### config.mk
export PLATFORM = sky130hd
export DESIGN_NAME = llc_rst_flush_seq
export DESIGN_NICKNAME = d
export VERILOG_FILES = /design/src/rtl/llc_rst_flush_seq.sv
export SDC_FILE = /design/constraint.sdc
export NUM_CORES = 1
export LEC_CHECK = 0
export BUFFER_PORTS_ARGS = -buffer_cell sky130_fd_sc_hd__buf_2
export CORE_MARGIN = 1.5
export CORE_UTILIZATION = 45
export CTS_BUF_LIST = sky130_fd_sc_hd__clkbuf_8
export CTS_CLUSTER_DIAMETER = 50
export DETAILED_ROUTE_END_ITERATION = 8
export PLACE_DENSITY = 0.72
export RECOVER_POWER = 25
export SLEW_MARGIN = 20
export SYNTH_ARGS = -nofsm -noshare
export SYNTH_HDL_FRONTEND = slang
export SYNTH_SLANG_ARGS = --single-unit
### constraint.sdc
create_clock -name clk -period 2 [get_ports clk]
set_input_delay 0.4 -clock clk [delete_from_list [all_inputs] [get_ports clk]]
set_output_delay 0.4 -clock clk [all_outputs]
set_load 0.02 [all_outputs]
### src/rtl/llc_rst_flush_seq.sv
// LLC reset/flush set-walk sequencer: invalidates every set after reset, and on a flush
// request reads each set, writes back its dirty data ways, then issues the flush update.
//
// state    | meaning
// RST_WALK | issuing reset-invalidate updates, one set per unstalled cycle
// IDLE     | reset walk done, waiting for a (pending) flush request
// FL_RD    | issue the set read strobe
// FL_WAIT  | wait for set buffers, capture writeback mask
// FL_WB    | present dirty ways lowest-first until the mask is empty
// FL_UPD   | issue the flush-invalidate update, advance or finish
module llc_rst_flush_seq #(
  parameter int SETS     = 256,
  parameter int WAYS     = 16,
  parameter int SET_BITS = 8,
  parameter int WAY_BITS = 4
) (
  input  logic                clk,
  input  logic                rst,
  input  logic                stall,
  input  logic                flush_req,
  input  logic                rd_valid,
  input  logic [WAYS-1:0]     wb_mask,
  input  logic                wb_ready,
  output logic [SET_BITS-1:0] set_idx,
  output logic                rd_en,
  output logic                wb_valid,
  output logic [WAY_BITS-1:0] wb_way,
  output logic                update_en,
  output logic                is_rst_to_resume,
  output logic                is_flush_to_resume,
  output logic                rst_done,
  output logic                flush_busy,
  output logic                flush_done
);

  typedef enum logic [2:0] {RST_WALK, IDLE, FL_RD, FL_WAIT, FL_WB, FL_UPD} state_t;

  localparam logic [SET_BITS-1:0] LAST_SET = SET_BITS'(SETS - 1);

  state_t          state;
  logic            pending;
  logic [WAYS-1:0] mask_q;
  logic [WAYS-1:0] mask_nxt;
  logic            last_rst_upd;

  function automatic logic [WAY_BITS-1:0] lowest_way(input logic [WAYS-1:0] m);
    lowest_way = '0;
    for (int i = WAYS - 1; i >= 0; i--)
      if (m[i]) lowest_way = WAY_BITS'(i);
  endfunction

  always_comb begin
    mask_nxt     = mask_q & ~(WAYS'(1) << wb_way);
    last_rst_upd = update_en && (set_idx == LAST_SET);
  end

  // stall is sampled at the edge; set_idx advances on the edge that ends each update pulse,
  // so every registered strobe is seen alongside the set it applies to.
  always_ff @(posedge clk) begin
    if (rst) begin
      state              <= RST_WALK;
      set_idx            <= '0;
      pending            <= 1'b0;
      mask_q             <= '0;
      rd_en              <= 1'b0;
      wb_valid           <= 1'b0;
      wb_way             <= '0;
      update_en          <= 1'b0;
      is_rst_to_resume   <= 1'b0;
      is_flush_to_resume <= 1'b0;
      rst_done           <= 1'b0;
      flush_busy         <= 1'b0;
      flush_done         <= 1'b0;
    end else begin
      rd_en              <= 1'b0;
      update_en          <= 1'b0;
      is_rst_to_resume   <= 1'b0;
      is_flush_to_resume <= 1'b0;
      flush_done         <= 1'b0;

      if (update_en) set_idx <= set_idx + 1'b1;
      if (flush_req && state != IDLE) pending <= 1'b1;

      case (state)
        RST_WALK: begin
          if (last_rst_upd) begin
            rst_done <= 1'b1;
            state    <= IDLE;
          end else if (!stall) begin
            update_en        <= 1'b1;
            is_rst_to_resume <= 1'b1;
          end
        end
        IDLE: begin
          if (rst_done && (pending || flush_req)) begin
            pending    <= 1'b0;
            flush_busy <= 1'b1;
            set_idx    <= '0;
            state      <= FL_RD;
          end
        end
        FL_RD: begin
          if (!stall) begin
            rd_en <= 1'b1;
            state <= FL_WAIT;
          end
        end
        FL_WAIT: begin
          if (rd_valid) begin
            mask_q <= wb_mask;
            if (|wb_mask) begin
              wb_valid <= 1'b1;
              wb_way   <= lowest_way(wb_mask);
              state    <= FL_WB;
            end else begin
              state <= FL_UPD;
            end
          end
        end
        FL_WB: begin
          if (wb_ready) begin
            mask_q <= mask_nxt;
            if (mask_nxt == '0) begin
              wb_valid <= 1'b0;
              state    <= FL_UPD;
            end else begin
              wb_way <= lowest_way(mask_nxt);
            end
          end
        end
        FL_UPD: begin
          if (!stall) begin
            update_en          <= 1'b1;
            is_flush_to_resume <= 1'b1;
            if (set_idx == LAST_SET) begin
              flush_busy <= 1'b0;
              flush_done <= 1'b1;
              state      <= IDLE;
            end else begin
              state <= FL_RD;
            end
          end
        end
        default: state <= RST_WALK;
      endcase
    end
  end

endmodule
==> reports/metrics.cfg <==
[run_status]
outcome = completed

[worst_setup_path]
cp_max_fo = 11
r2r-start = wb_way[1]$_SDFFE_PP0P_
reg2regPathDepth = 4
path_delay_family = simple AND/OR/NAND/NOR gates
ff2ff_setup_slack_ns = 0.03
cp.depth = 4
worstReg2RegEnd = state[0]$_SDFFE_PP0P_
end_kind = register
crit_required_ns = 2.20
critPathSlowestCell = or4b_4
max_stage_delay_ns = 0.53
crit_type = reg2reg
cp.arrival_ns = 2.16
crit_path_start = wb_way[1]$_SDFFE_PP0P_
crit_path_start_kind = register
path_buf_inv = 0
crit_chain = or4b_4, and2_4, or4_4, a2111oi_2
cp-endpoint = state[0]$_SDFFE_PP0P_

[power_and_ir_drop]
p_sw_share_pct = 25.55
p_per_area_nw_per_um2 = 444.0
peakVddDrop_mv = 0.4252
p_int_uw = 1088
p_switching_uw = 373.4
pwr-share-seq_pct = 54.9
power_frac_clock_pct = 37.1
leakagePower_uw = 0.001312
pwr-share-comb_pct = 8.0

[cts]
clk_pin_slew_worst_paths_ns = 0.09
cts_tree = yes
cts_sinks = 40
htree_levels = 2
cts_root_buffer = clkbuf_8
insertion_delay_ns = 0.30
cts-buffers-inserted = 5
clockBufferDepth = 2
ctsHoldBuffers = 0

[synthesis]
syn_area_um2 = 2557
synth_ff_type = dfxtp_1
yosysSeqAreaShare_pct = 31.31
yosysWarnings = 0
synth_top_area_share_pct = 31.31
synth_edf_count = 0
synthTopCellsByCount = 42 x a21oi_1, 40 x dfxtp_1, 37 x nand2_1, 36 x nor2_1, 22 x o21ai_0
yosysMostFrequentCell = a21oi_1
syn_inst = 331
ys_ff_latch = 40
synth_cell_type_count = 64
async_reset_ff_share_pct = 0
avgSynthCellArea_um2 = 7.726
synth_area_leaders = dfxtp_1 31%, a21oi_1 8.2%, nand2_1 5.4%
yosysTopAreaCell = dfxtp_1
synth_nets = 354

[drt]
met1Wirelength_um = 3532
routed_wl_um = 7540
top_layer = met4
vias = 2822
first_pass_iters = 6
drc = 0
wl_met2_um = 3434
viasPerCell = 5.843
initialDrtViolationCount = 231
ant_nets = 0
met3WireLength_um = 468
post_drt_wl_per_cell_um = 15.61

[sta]
period_needed_ns = 1.968
hold_ws_ns = 0.3558
slew_headroom_pct = 68.05
fin_skew_ns = 0.008308
setup_viol = 0
rsz0062_at_grt = yes
post-route-period-util_pct = 98.39
slew_viol_final = 0
fmax_ghz = 0.5082
tightest_slew_ns = 0.4793
hold_viol_final = 0
setup_slack_ns = 0.03228

[die]
rows = 27
core_um2 = 5507
die_area_um2 = 6144
die_h_um = 78.39
io-pin-count = 42
die_w_um = 78.39
initial_core_util_pct = 46.44

[grt]
grt_pass1_vias = 2546
antenna_found_initial = 0
grt_pass1_wl_um = 12250
grt_overflow = 0
grt_max_degree = 23
grt_usage_pct = 25.37

[finish]
n_antenna_cell = 0
final_layout_size_suffix_gt1_share_pct = 30.90
layout.nets = 433
final_util_pct = 59.76
area_growth_pct = 28.67

[job]
cap_violations = 0

[place]
finalWeightedCongestion = 0.9365
hpwl_um = 5735
port_buffers = 41
dp_slack_ns = -0.05241

[hold_path]
hold_path.class = in2reg

## layer usage
layer	vias to the layer above	GRT usage (%)
li1	1375	-
met1	1330	35.34
met2	104	40.00
met3	13	4.767
met4	0	7.143
met5	-	0
## final cells by class
cell class | count | area, um^2
clock buffer | 5 | 68.82
clock inverter | 3 | 20.02
inverter | 7 | 26.28
fill | 504 | 2216
sequential | 40 | 819.5
multi-input combinational | 263 | 1683
timing repair buffer | 93 | 583.1
tap | 72 | 90.09
## cell families after synthesis
logic type	synth area share (%)
buffers and inverters	5.773
XOR/XNOR	2.397
adder cells (fa/ha/maj)	0.4892
AND/OR/NAND/NOR	26.96
AO/OA/AOI/OAI	29.50
multiplexers	3.572
flip-flops	31.31
## metrics by stage
| stage | setup TNS [ns] | instances | instance area (um^2) | power [uW] |
|---|---|---|---|---|
| 2_1_floorplan | -0.01966 | 331 | 2574 | 869.6 |
| 3_3_place_gp | -0.02049 | 470 | 3097 | 935.1 |
| 3_5_place_dp | -0.08312 | 470 | 3097 | 937.6 |
| 4_1_cts | 0 | 478 | 3191 | 1465 |
| 5_1_grt | -0.05155 | 483 | 3291 | 1510 |
| 6_report | 0 | 483 | 3291 | 1461 |
## worst min path at each step
stage	startpoint	end	slack, ns	cells after the start
floorplan	pending$_SDFF_PP0_	pending$_SDFF_PP0_	0.46	2
global placement	flush_busy$_SDFFE_PP0P_	flush_busy$_SDFFE_PP0P_	0.46	2
detailed placement	flush_busy$_SDFFE_PP0P_	flush_busy$_SDFFE_PP0P_	0.47	2
CTS	stall	flush_done$_SDFF_PP0_	0.36	2
global route	stall	flush_done$_SDFF_PP0_	0.37	2
finish	stall	is_rst_to_resume$_SDFF_PP0_	0.36	2
## what timing repair did
| item | 4_1_cts | 5_1_grt |
|---|---|---|
| pin swaps | 0 | 5 |
| setup buffers | 0 | 5 |
| endpoints found under the setup margin | 1 | 19 |
| endpoints found under the hold margin | 0 | 0 |
| gates resized for setup | 2 | 19 |
## sequential cells by signal (all words and copies together) (netlist names)
| signal | cells |
|---|---|
| state | 3 |
| wb_valid | 1 |
| is_rst_to_resume | 1 |
| update_en | 1 |
| flush_done | 1 |
| rd_en | 1 |
| is_flush_to_resume | 1 |
| set_idx | 8 |
| flush_busy | 1 |
| wb_way | 4 |
| rst_done | 1 |
| pending | 1 |
| mask_q | 16 |
## power by group through the flow
| stage | Clock, uW | Sequential, uW | Combinational [uW] |
|---|---|---|---|
| final | 542 | 802 | 117 |
| after global routing | 579 | 803 | 129 |
| after CTS | 549 | 802 | 115 |
| after detailed placement | 0 | 824 | 114 |
| after global placement | 0 | 823 | 112 |
| after floorplan | 0 | 830 | 39.9 |
## placed cells by master, fill, tap and decap left out, types with 5 or more instances in the layout
| cell type | count |
|---|---|
| buf_2 | 31 |
| nor4_1 | 6 |
| mux2i_1 | 8 |
| nor2_1 | 36 |
| o21ai_0 | 20 |
| buf_4 | 52 |
| a21oi_1 | 39 |
| clkbuf_8 | 5 |
| inv_1 | 8 |
| a31oi_1 | 9 |
| nand2_1 | 37 |
| clkbuf_1 | 10 |
| dfxtp_1 | 33 |
(Power assumes the default switching activity.)
